[config.mk]
export PLATFORM = sky130hd
export DESIGN_NAME = bullet_wall_detect
export DESIGN_NICKNAME = d
export VERILOG_FILES = /design/src/rtl/bullet_wall_detect.sv
export SDC_FILE = /design/constraint.sdc
export NUM_CORES = 1
export LEC_CHECK = 0
export CORE_MARGIN = 1
export CORE_UTILIZATION = 60
export CTS_BUF_LIST = sky130_fd_sc_hd__clkbuf_4 sky130_fd_sc_hd__clkbuf_8
export DETAILED_ROUTE_END_ITERATION = 7
export GPL_ROUTABILITY_DRIVEN = 0
export PLACE_DENSITY = 0.95
export SLEW_MARGIN = 10
export SYNTH_ARGS = -nofsm -noshare
export SYNTH_HDL_FRONTEND = slang
export SYNTH_SLANG_ARGS = --single-unit
[constraint.sdc]
create_clock -name Clk -period 15.6 [get_ports Clk]
set_input_delay 3.12 -clock Clk [delete_from_list [all_inputs] [get_ports Clk]]
set_output_delay 3.12 -clock Clk [all_outputs]
set_load 0.005 [all_outputs]
[src/rtl/bullet_wall_detect.sv]
// bullet_wall_detect: per-frame bullet-vs-wall probe over a shared wall-map read port.
// Define BULLET_CORNER_PROBE_EN to add a diagonal probe when both axis probes are clear.
module bullet_wall_detect #(
    parameter int X_MAX      = 639,
    parameter int Y_MAX      = 479,
    parameter int CELL_SHIFT = 3,
    parameter int MAP_COLS   = 80
) (
    input  logic        Clk,
    input  logic        Reset_n,
    input  logic        frame_clk,
    input  logic        is_bullet_active,
    input  logic [9:0]  BulletX,
    input  logic [9:0]  BulletY,
    input  logic [9:0]  BulletXStep,
    input  logic [9:0]  BulletYStep,
    output logic        map_req,
    output logic [12:0] map_addr,
    input  logic        map_gnt,
    input  logic        map_data,
    output logic        isWallTop,
    output logic        isWallBottom,
    output logic        isWallLeft,
    output logic        isWallRight,
    output logic        busy
);
    typedef enum logic [2:0] {
        IDLE, PROBE_X, WAIT_X, PROBE_Y, WAIT_Y, DONE
`ifdef BULLET_CORNER_PROBE_EN
        , PROBE_C, WAIT_C
`endif
    } state_t;
    localparam logic [9:0] XM = 10'(X_MAX);
    localparam logic [9:0] YM = 10'(Y_MAX);
    state_t      r_state, w_next;
    logic        r_sync1, r_sync2, r_hist;
    logic [9:0]  r_x, r_y, r_dx, r_dy;
    logic        r_st, r_sb, r_sl, r_sr;
    logic        r_top, r_bot, r_left, r_right;
    logic        w_edge, w_cst, w_use_dx, w_use_dy, w_probe;
    logic        w_zero, w_oob, w_need, w_hit;
    logic [10:0] w_px, w_py;
    logic [9:0]  w_col, w_row;
    logic [12:0] w_addr;

    assign w_edge = r_sync2 & ~r_hist;
    assign busy   = r_state != IDLE;
    assign {isWallTop, isWallBottom, isWallLeft, isWallRight} = {r_top, r_bot, r_left, r_right};
`ifdef BULLET_CORNER_PROBE_EN
    assign w_cst  = (r_state == PROBE_C) || (r_state == WAIT_C);
    assign w_probe = (r_state == PROBE_X) || (r_state == PROBE_Y) || (r_state == PROBE_C);
`else
    assign w_cst  = 1'b0;
    assign w_probe = (r_state == PROBE_X) || (r_state == PROBE_Y);
`endif
    assign w_use_dx = (r_state == PROBE_X) || (r_state == WAIT_X) || w_cst;
    assign w_use_dy = (r_state == PROBE_Y) || (r_state == WAIT_Y) || w_cst;

    // Probe point is a function of the state, so it stays stable across a stalled request.
    assign w_px   = {1'b0, r_x} + (w_use_dx ? {r_dx[9], r_dx} : 11'd0);
    assign w_py   = {1'b0, r_y} + (w_use_dy ? {r_dy[9], r_dy} : 11'd0);
    assign w_zero = (w_use_dx && r_dx == 10'd0) || (w_use_dy && r_dy == 10'd0);
    assign w_oob  = w_px[10] | w_py[10] | (w_px[9:0] > XM) | (w_py[9:0] > YM);
    assign w_need = ~w_zero & ~w_oob;
    assign w_hit  = ~w_zero & (w_oob | map_data);
    assign w_col  = w_px[9:0] >> CELL_SHIFT;
    assign w_row  = w_py[9:0] >> CELL_SHIFT;

    always_comb begin
        w_addr = 13'(w_col);
        for (int i = 0; i < 13; i++)
            w_addr = w_addr + (MAP_COLS[i] ? 13'(w_row) << i : 13'd0);
    end

    always_ff @(posedge Clk or negedge Reset_n) begin
        if (!Reset_n) r_state <= IDLE;
        else          r_state <= w_next;
    end

    always_comb begin
        w_next   = r_state;
        map_req  = w_probe & w_need;
        map_addr = (w_probe & w_need) ? w_addr : 13'd0;
        case (r_state)
            PROBE_X: w_next = (map_gnt || !w_need) ? WAIT_X : PROBE_X;
            WAIT_X:  w_next = PROBE_Y;
            PROBE_Y: w_next = (map_gnt || !w_need) ? WAIT_Y : PROBE_Y;
`ifdef BULLET_CORNER_PROBE_EN
            WAIT_Y:  w_next = (~(r_sl | r_sr) & ~w_hit & (r_dx != 10'd0) & (r_dy != 10'd0)) ? PROBE_C : DONE;
            PROBE_C: w_next = (map_gnt || !w_need) ? WAIT_C : PROBE_C;
            WAIT_C:  w_next = DONE;
`else
            WAIT_Y:  w_next = DONE;
`endif
            default: w_next = IDLE;
        endcase
        if (w_edge) w_next = is_bullet_active ? PROBE_X : IDLE;
    end

    always_ff @(posedge Clk or negedge Reset_n) begin
        if (!Reset_n) begin
            {r_sync1, r_sync2, r_hist} <= '0;
            {r_x, r_y, r_dx, r_dy} <= '0;
            {r_st, r_sb, r_sl, r_sr} <= '0;
            {r_top, r_bot, r_left, r_right} <= '0;
        end else begin
            {r_hist, r_sync2, r_sync1} <= {r_sync2, r_sync1, frame_clk};
            if (w_edge) begin
                {r_st, r_sb, r_sl, r_sr} <= '0;
                if (is_bullet_active) {r_x, r_y, r_dx, r_dy} <= {BulletX, BulletY, BulletXStep, BulletYStep};
                else {r_top, r_bot, r_left, r_right} <= '0;
            end else if (w_hit && r_state == WAIT_X) begin
                {r_sl, r_sr} <= {r_dx[9], ~r_dx[9]};
            end else if (w_hit && r_state == WAIT_Y) begin
                {r_st, r_sb} <= {r_dy[9], ~r_dy[9]};
`ifdef BULLET_CORNER_PROBE_EN
            end else if (w_hit && r_state == WAIT_C) begin
                {r_st, r_sb, r_sl, r_sr} <= {r_dy[9], ~r_dy[9], r_dx[9], ~r_dx[9]};
`endif
            end else if (r_state == DONE) begin
                {r_top, r_bot, r_left, r_right} <= {r_st, r_sb, r_sl, r_sr};
            end
        end
    end
endmodule

==> results by group, run 1 <==
Outcome
  • Outcome: complete, no violations

Yosys
  • Syn nets: 454
  • Gate Count Post-Synth: 371
  • Yosys warnings: 0
  • Synth Register Bits: 54
  • Cell area after synthesis: about 3800 µm²
  • Synthesized area per cell: 10.1 µm²
  • Sequential fraction of the synthesis area: 35.9%
  • Number of library cell types mapped by synthesis: 51

STA
  • Fin crit share: 56.8%
  • Final hold vios: 0
  • Setup-failing EPs final: 0
  • Total Neg Setup Slack: 0 ns
  • Slew Limit Fails: 0
  • RSZ-0062 raised after global routing: no
  • Max_slew headroom: 42.1%
  • Post-layout min period: between 8 and 9 ns
  • Worst-margin pin slew: 0.867 ns
  • Layout Skew: 0.00727 ns
  • FMAX: between 0.1 and 0.15 GHz

Pwr
  • Peak supply drop: 0.132 mV
  • Cell Pwr Density: 179 nW/µm²
  • Static leakage: 2.02 nW

Floorplanning
  • Horiz. Die Dim: 81.2 µm
  • Starting density of the core: 62.8%
  • Full die area: 6590 µm²
  • # rows: 28
  • I/O pins: 65
  • Die height: 81.2 µm
  • Core box area: 5990 µm²

Placement
  • HPWL after detailed placement: between 6000 and 7000 µm
  • Area after DPL: 4450 µm²
  • PortBufs: 64

Drt
  • Drt first pass iters: 4
  • Via count: 2,990
  • Via density: 5.87
  • DRC viols: 0
  • DRT antenna net count: 0
  • Iteration-0 DRC Markers: 182
  • Routed WL: 8170 µm
  • Routed length per instance: 16.0 µm

Hold path
  • Tightest Hold Check Type: reg -> reg

Finish
  • Synth-to-Final Area Change: 20.9%
  • Fin area: 4550 µm²
  • Fraction of layout cells with a size suffix above 1: 13.8%
  • Nets: 516
  • Most common cell after layout, fill and taps aside: clkdlybuf4s50_1
  • Diode count: 0
  • Most frequent cells in the layout: clkdlybuf4s50_1 (63), dfrtp_1 (54), mux2_2 (40), ha_1 (33), and2_1 (31)

Setup path
  • CP Class: reg -> out
  • Crit path launch type: flop
  • Worst EP required: 12.48 ns
  • CP Max Fanout: 11
  • Arrival @ worst endpoint: 5.74 ns
  • Critical path endpoint category: output port

Run
  • Max-Cap Viols: 0

Global route
  • Overall Global Routing Usage: 26.9%
  • GRT overflow: 0
  • First-pass GRT wire length: 13,500 µm
  • Largest net degree at the start of global routing: 55
  • Initial antenna violation count: 0
  • Vias in the first global route: about 2,800

Clocking
  • CTS Buffer Depth: 2
  • Root Buffer: clkbuf_8
  • Worst-path clk slew: 0.10 ns
  • Clk Latency, worst-skew pair: 0.31 ns
  • Total clock buffers created by CTS: 5
  • H-tree Lvls: 2
  • CTS Hold Buffers Added: 0
  • TritonCTS clock tree: built
  • Clk sink count: 54
  • Resized cells post-CTS: 0
  • Post-CTS Setup Repair Bufs: 0
power by group:
| part | switching [mW] | internal [mW] |
|---|---|---|
| combinational | 0.271 | 0.264 |
| clock | 0.0480 | 0.0325 |
| sequential | 0.0275 | 0.171 |
| total | 0.346 | 0.468 |
cell families (layout without fill, tap and decap cells):
group / after synthesis / in the layout / share of synthesized area (%)
buffers and inverters: 34 / 97 / 3.66
multiplexers: 45 / 45 / 13.3
AO/OA/AOI/OAI: 72 / 72 / 12.9
flip-flops: 54 / 54 / 35.9
XOR/XNOR: 18 / 18 / 4.39
AND/OR/NAND/NOR: 111 / 111 / 16.7
adder cells (fa/ha/maj): 37 / 37 / 13.1
routing by layer:
layer | global-route usage, % | part of all wire (%) | up-vias
met4 | 6.07 | 0.73 | 0
met1 | 36.3 | 46 | 1466
met3 | 3.82 | 3.6 | 6
met2 | 45.6 | 50 | 86
met5 | 0 | 0 | -
li1 | - | - | 1432
cell type report:
type	count	area [µm²]
sequential	54	1350
inverter	23	86.3
multi-input combinational	283	2270
clock buffer	5	68.8
tap	75	93.8
timing repair buffer	66	651
clock inverter	3	25.0
fill	393	1440
Yosys cell counts (all sizes together):
master / n / share of area [%]
nor3b: 2 / 0.53
o221a: 2 / 0.60
or3: 3 / 0.50
a31o: 1 / 0.23
o21bai: 1 / 0.20
o31a: 1 / 0.23
o211a: 2 / 0.53
a21oi: 20 / 2.7
a41oi: 2 / 0.67
nand4: 5 / 1.2
nand2b: 7 / 1.2
a21o: 8 / 1.6
o311a: 1 / 0.27
nand4b: 2 / 0.47
o22ai: 1 / 0.17
o2111ai: 1 / 0.23
xor2: 5 / 1.4
or4: 1 / 0.20
nor4: 5 / 1.2
a211oi: 6 / 1.5
nor3: 1 / 0.13
mux2: 40 / 12
mux2i: 5 / 1.3
and4: 1 / 0.23
o21a: 3 / 0.63
dfrtp: 54 / 36
a31oi: 3 / 0.50
o21ai: 17 / 2.3
fa: 4 / 2.1
buf: 3 / 0.57
a311oi: 1 / 0.23
clkbuf: 8 / 0.80
nor2: 18 / 1.8
xnor2: 13 / 3.0
nor2b: 5 / 0.83
and2: 31 / 5.2
o211ai: 2 / 0.40
nand3: 8 / 1.1
nand2: 22 / 2.2
ha: 33 / 11
inv: 23 / 2.3
metrics by stage:
stage               total power [mW]  hold WS [ns]  std cells  utilization [%]  worst slack (ns)
global placement               0.701         0.332        501             74.4              7.31
CTS                            0.815         0.368        509             75.9              6.75
finish                         0.814         0.363        509             75.9              6.74
global route                   0.887         0.374        509             75.9              6.36
floorplan                      0.591         0.331        371                -              8.10
detailed placement             0.729         0.344        501             74.4              7.15
critical path, cell delays in order, from the launching register on:
cell and delay, ns:
dfrtp_1 0.47, nand2b_1 0.23, a21oi_1 0.51, and2_1 0.27, ha_1 0.25, a21o_1 0.19, and4_1 0.23, o211a_1 0.21
a211oi_1 0.33, inv_1 0.12, fa_1 0.60, inv_1 0.06, ha_1 0.29, a21o_1 0.17, a21o_1 0.19, a21o_1 0.18
a21oi_1 0.21, o21ai_0 0.16, xnor2_1 0.15, and2_1 0.13, clkdlybuf4s50_1 0.49
final timing paths:
kind | startpoint | to | cells after the start | slack (ns)
worst max register to register | r_state[2] | r_state[0] | 14 | 11.40
max in group asynchronous | Reset_n | r_dy[3] | 2 | 12.23
min in group asynchronous | Reset_n | r_sync1 | 2 | 2.92
worst min-delay path | r_sync1 | r_sync2 | 0 | 0.36
worst min register to register | r_sync1 | r_sync2 | 0 | 0.36
worst max-delay path | r_state[0] | map_addr[12] | 20 | 6.74
state kept, by name, summed over array words and instances (netlist names):
register	count
r_y	10
r_sync1	1
r_dx	10
isWallBottom	1
r_st	1
r_dy	10
r_sr	1
isWallTop	1
r_sb	1
r_state	3
isWallRight	1
r_x	10
r_hist	1
isWallLeft	1
r_sync2	1
r_sl	1
Note: power is estimated with default switching activity, not from simulation.
==> run 2: changes to the inputs <==
--- a/config.mk
+++ b/config.mk
@@ -6,11 +6,11 @@
 export NUM_CORES = 1
 export LEC_CHECK = 0
 export CORE_MARGIN = 1
-export CORE_UTILIZATION = 60
+export CORE_UTILIZATION = 55
 export CTS_BUF_LIST = sky130_fd_sc_hd__clkbuf_4 sky130_fd_sc_hd__clkbuf_8
 export DETAILED_ROUTE_END_ITERATION = 7
 export GPL_ROUTABILITY_DRIVEN = 0
-export PLACE_DENSITY = 0.95
+export PLACE_DENSITY = 0.9
 export SLEW_MARGIN = 10
 export SYNTH_ARGS = -nofsm -noshare
 export SYNTH_HDL_FRONTEND = slang
==> constraint.sdc (replaced) <==
create_clock -name Clk -period 9.2 [get_ports Clk]
set_input_delay 1.84 -clock Clk [delete_from_list [all_inputs] [get_ports Clk]]
set_output_delay 1.84 -clock Clk [all_outputs]
set_load 0.005 [all_outputs]
==> results by group, run 2 (synthesis gave the netlist of run 1 again) <==
Clocking
  • Total clock buffers created by CTS: 5 (unchanged)
  • Worst-path clk slew: 0.09 ns (about the same)
  • Resized cells post-CTS: 0 (unchanged)
  • TritonCTS clock tree: built
  • CTS Hold Buffers Added: 0 (unchanged)
  • CTS Buffer Depth: 2 (unchanged)
  • H-tree Lvls: 2 (unchanged)
  • Clk Latency, worst-skew pair: 0.30 ns (about the same)
  • Clk sink count: 54 (unchanged)
  • Root Buffer: clkbuf_8
  • Post-CTS Setup Repair Bufs: 0 (unchanged)

STA
  • Max_slew headroom: 42.9% (+0.89 points)
  • Setup-failing EPs final: 0 (unchanged)
  • RSZ-0062 raised after global routing: no
  • Fin crit share: roughly four fifths
  • Worst Slack Setup Final: 1.71 ns (-5.04 ns)
  • FMAX: about 0.13 GHz
  • Total Neg Setup Slack: 0 ns (unchanged)
  • Post-layout min period: 7.49 ns
  • Final hold vios: 0 (unchanged)
  • Fin Hold WS: 0.355 ns (-0.00795 ns)
  • Layout Skew: 0.00420 ns (-0.00307 ns)
  • Worst-margin pin slew: 0.854 ns (-0.0133 ns)
  • Slew Limit Fails: 0 (unchanged)

Finish
  • Diode count: 0 (unchanged)
  • Storage cell area: 1350 µm² (unchanged)
  • Fill count: 480 (+22%)
  • Nets: 516 (unchanged)
  • Most frequent cells in the layout: clkdlybuf4s50_1 (63), dfrtp_1 (54), mux2_2 (40), ha_1 (33), and2_1 (31)
  • Multi-input combinational cell area: 2270 µm² (unchanged)
  • Synth-to-Final Area Change: 20.7%
  • Fraction of layout cells with a size suffix above 1: 13.6% (-0.20 points)
  • Most common cell after layout, fill and taps aside: clkdlybuf4s50_1

Global route
  • Overall Global Routing Usage: 23.4% (-3.5 points)
  • Initial antenna violation count: 0 (unchanged)
  • Vias in the first global route: 2,964 (+4.1%)
  • Largest net degree at the start of global routing: 55 (unchanged)
  • First-pass GRT wire length: 13,400 µm (-0.36%)
  • GRT overflow: 0 (unchanged)

Setup path
  • Arrival @ worst endpoint: 5.65 ns (-0.09 ns)
  • Critical path endpoint category: output port
  • Most frequent CP cell: a21o_1
  • CP Class: reg -> out
  • Crit path launch type: flop
  • Top delay family on crit path: compound AO/OA/AOI/OAI gates
  • Worst path bufs/invs: 3 (unchanged)
  • CP peak stage delay: 0.61 ns (about the same)
  • CP Max Fanout: 11 (unchanged)
  • Worst EP required: 7.36 ns (-5.12 ns)
  • CP Cell Sequence: nand2b_1 -> a21oi_1 -> and2_1 -> ha_1 -> a21o_1 -> and4_1 -> o211a_1 -> a211oi_1 -> inv_1 -> fa_1 -> inv_1 -> ha_1 -> a21o_1 -> a21o_1 -> a21o_1 -> a21oi_1 -> o21ai_0 -> xnor2_1 -> and2_1 -> clkdlybuf4s50_1
  • Slowest cell on the critical path: fa_1

Drt
  • Via density: 5.74 (-2.4%)
  • Routed WL: 7970 µm (-2.4%)
  • DRC viols: 4 (+4)
  • DRT antenna net count: 0 (unchanged)
  • Routed length per instance: 15.6 µm (-2.6%)
  • Iteration-0 DRC Markers: 170 (-6.6%)
  • Via count: 2,925 (-2.2%)
  • Drt first pass iters: 7 (+3)

Hold path
  • Tightest Hold Check Type: reg -> reg

Floorplanning
  • Starting density of the core: 58.2% (-4.5 points)
  • Die height: 84.7 µm (+4.3%)
  • Core box area: 6460 µm² (+7.8%)
  • Full die area: 7170 µm² (+8.9%)
  • I/O pins: 65 (unchanged)
  • Horiz. Die Dim: 84.7 µm (+4.3%)
  • # rows: 29 (+3.6%)

Placement
  • PortBufs: 64 (unchanged)
  • HPWL after detailed placement: 6100 µm (-1.5%)
  • Pre-CTS WS: 2.09 ns (-5.06 ns)

Run
  • Max-Cap Viols: 0 (unchanged)

Pwr
  • Peak supply drop: 0.157 mV (+19%)
  • Static leakage: 2.01 nW (-0.42%)
  • Post-route total power: 1.37 mW (+68%)
  • Cell Pwr Density: 302 nW/µm² (+69%)

Outcome
  • Failing checks: design-rule violations
  • Outcome: finished, violations left
[run 2: cell types whose count changed in the layout (fill, tap and decap cells not counted), sizes merged]
cell,delta
clkinvlp,+1
clkinv,-1
inv,-1
[run 2: cell type report]
cell class,count,share of cell area [%]
well taps,77,2.12
flip-flops and latches,54,29.8
inverters,23,1.90
clock buffers,5,1.52
repair buffers,66,14.3
clock inverters,2,0.331
multi-input cells,283,50.0
[run 2: path summary, 6_finish.rpt]
check	startpoint	to	slack, ns	cells after the start
max in group asynchronous	Reset_n	r_sl	7.09	2
worst min-delay path	r_sync1	r_sync2	0.35	0
min in group asynchronous	Reset_n	r_dx[1]	1.65	2
worst min register to register	r_sync1	r_sync2	0.35	0
worst max-delay path	r_state[0]	map_addr[12]	1.71	20
worst max register to register	r_state[2]	r_state[0]	5.19	14
[run 2: report_power, final]
part           internal (mW)  leakage [nW]  switching, mW
combinational          0.448          1.32          0.457
clock                 0.0521        0.0362         0.0761
sequential             0.290         0.656         0.0472
total                  0.790          2.01          0.580
[run 2: through the flow]
step	utilization [%]	area, µm²	std cells
detailed placement	69.0	4460	503
finish	70.3	4540	510
floorplan	-	3760	371
CTS	70.3	4540	510
global placement	69.0	4460	503
global route	70.3	4540	510
[run 2: metal layers]
layer / share of wire [%] / global-route usage [%] / vias to the layer above
met5: 0 / 0 / -
met2: 49 / 39.2 / 95
met4: 0.92 / 6.32 / 0
met1: 46 / 31.9 / 1396
met3: 4.5 / 3.34 / 6
li1: - / - / 1428
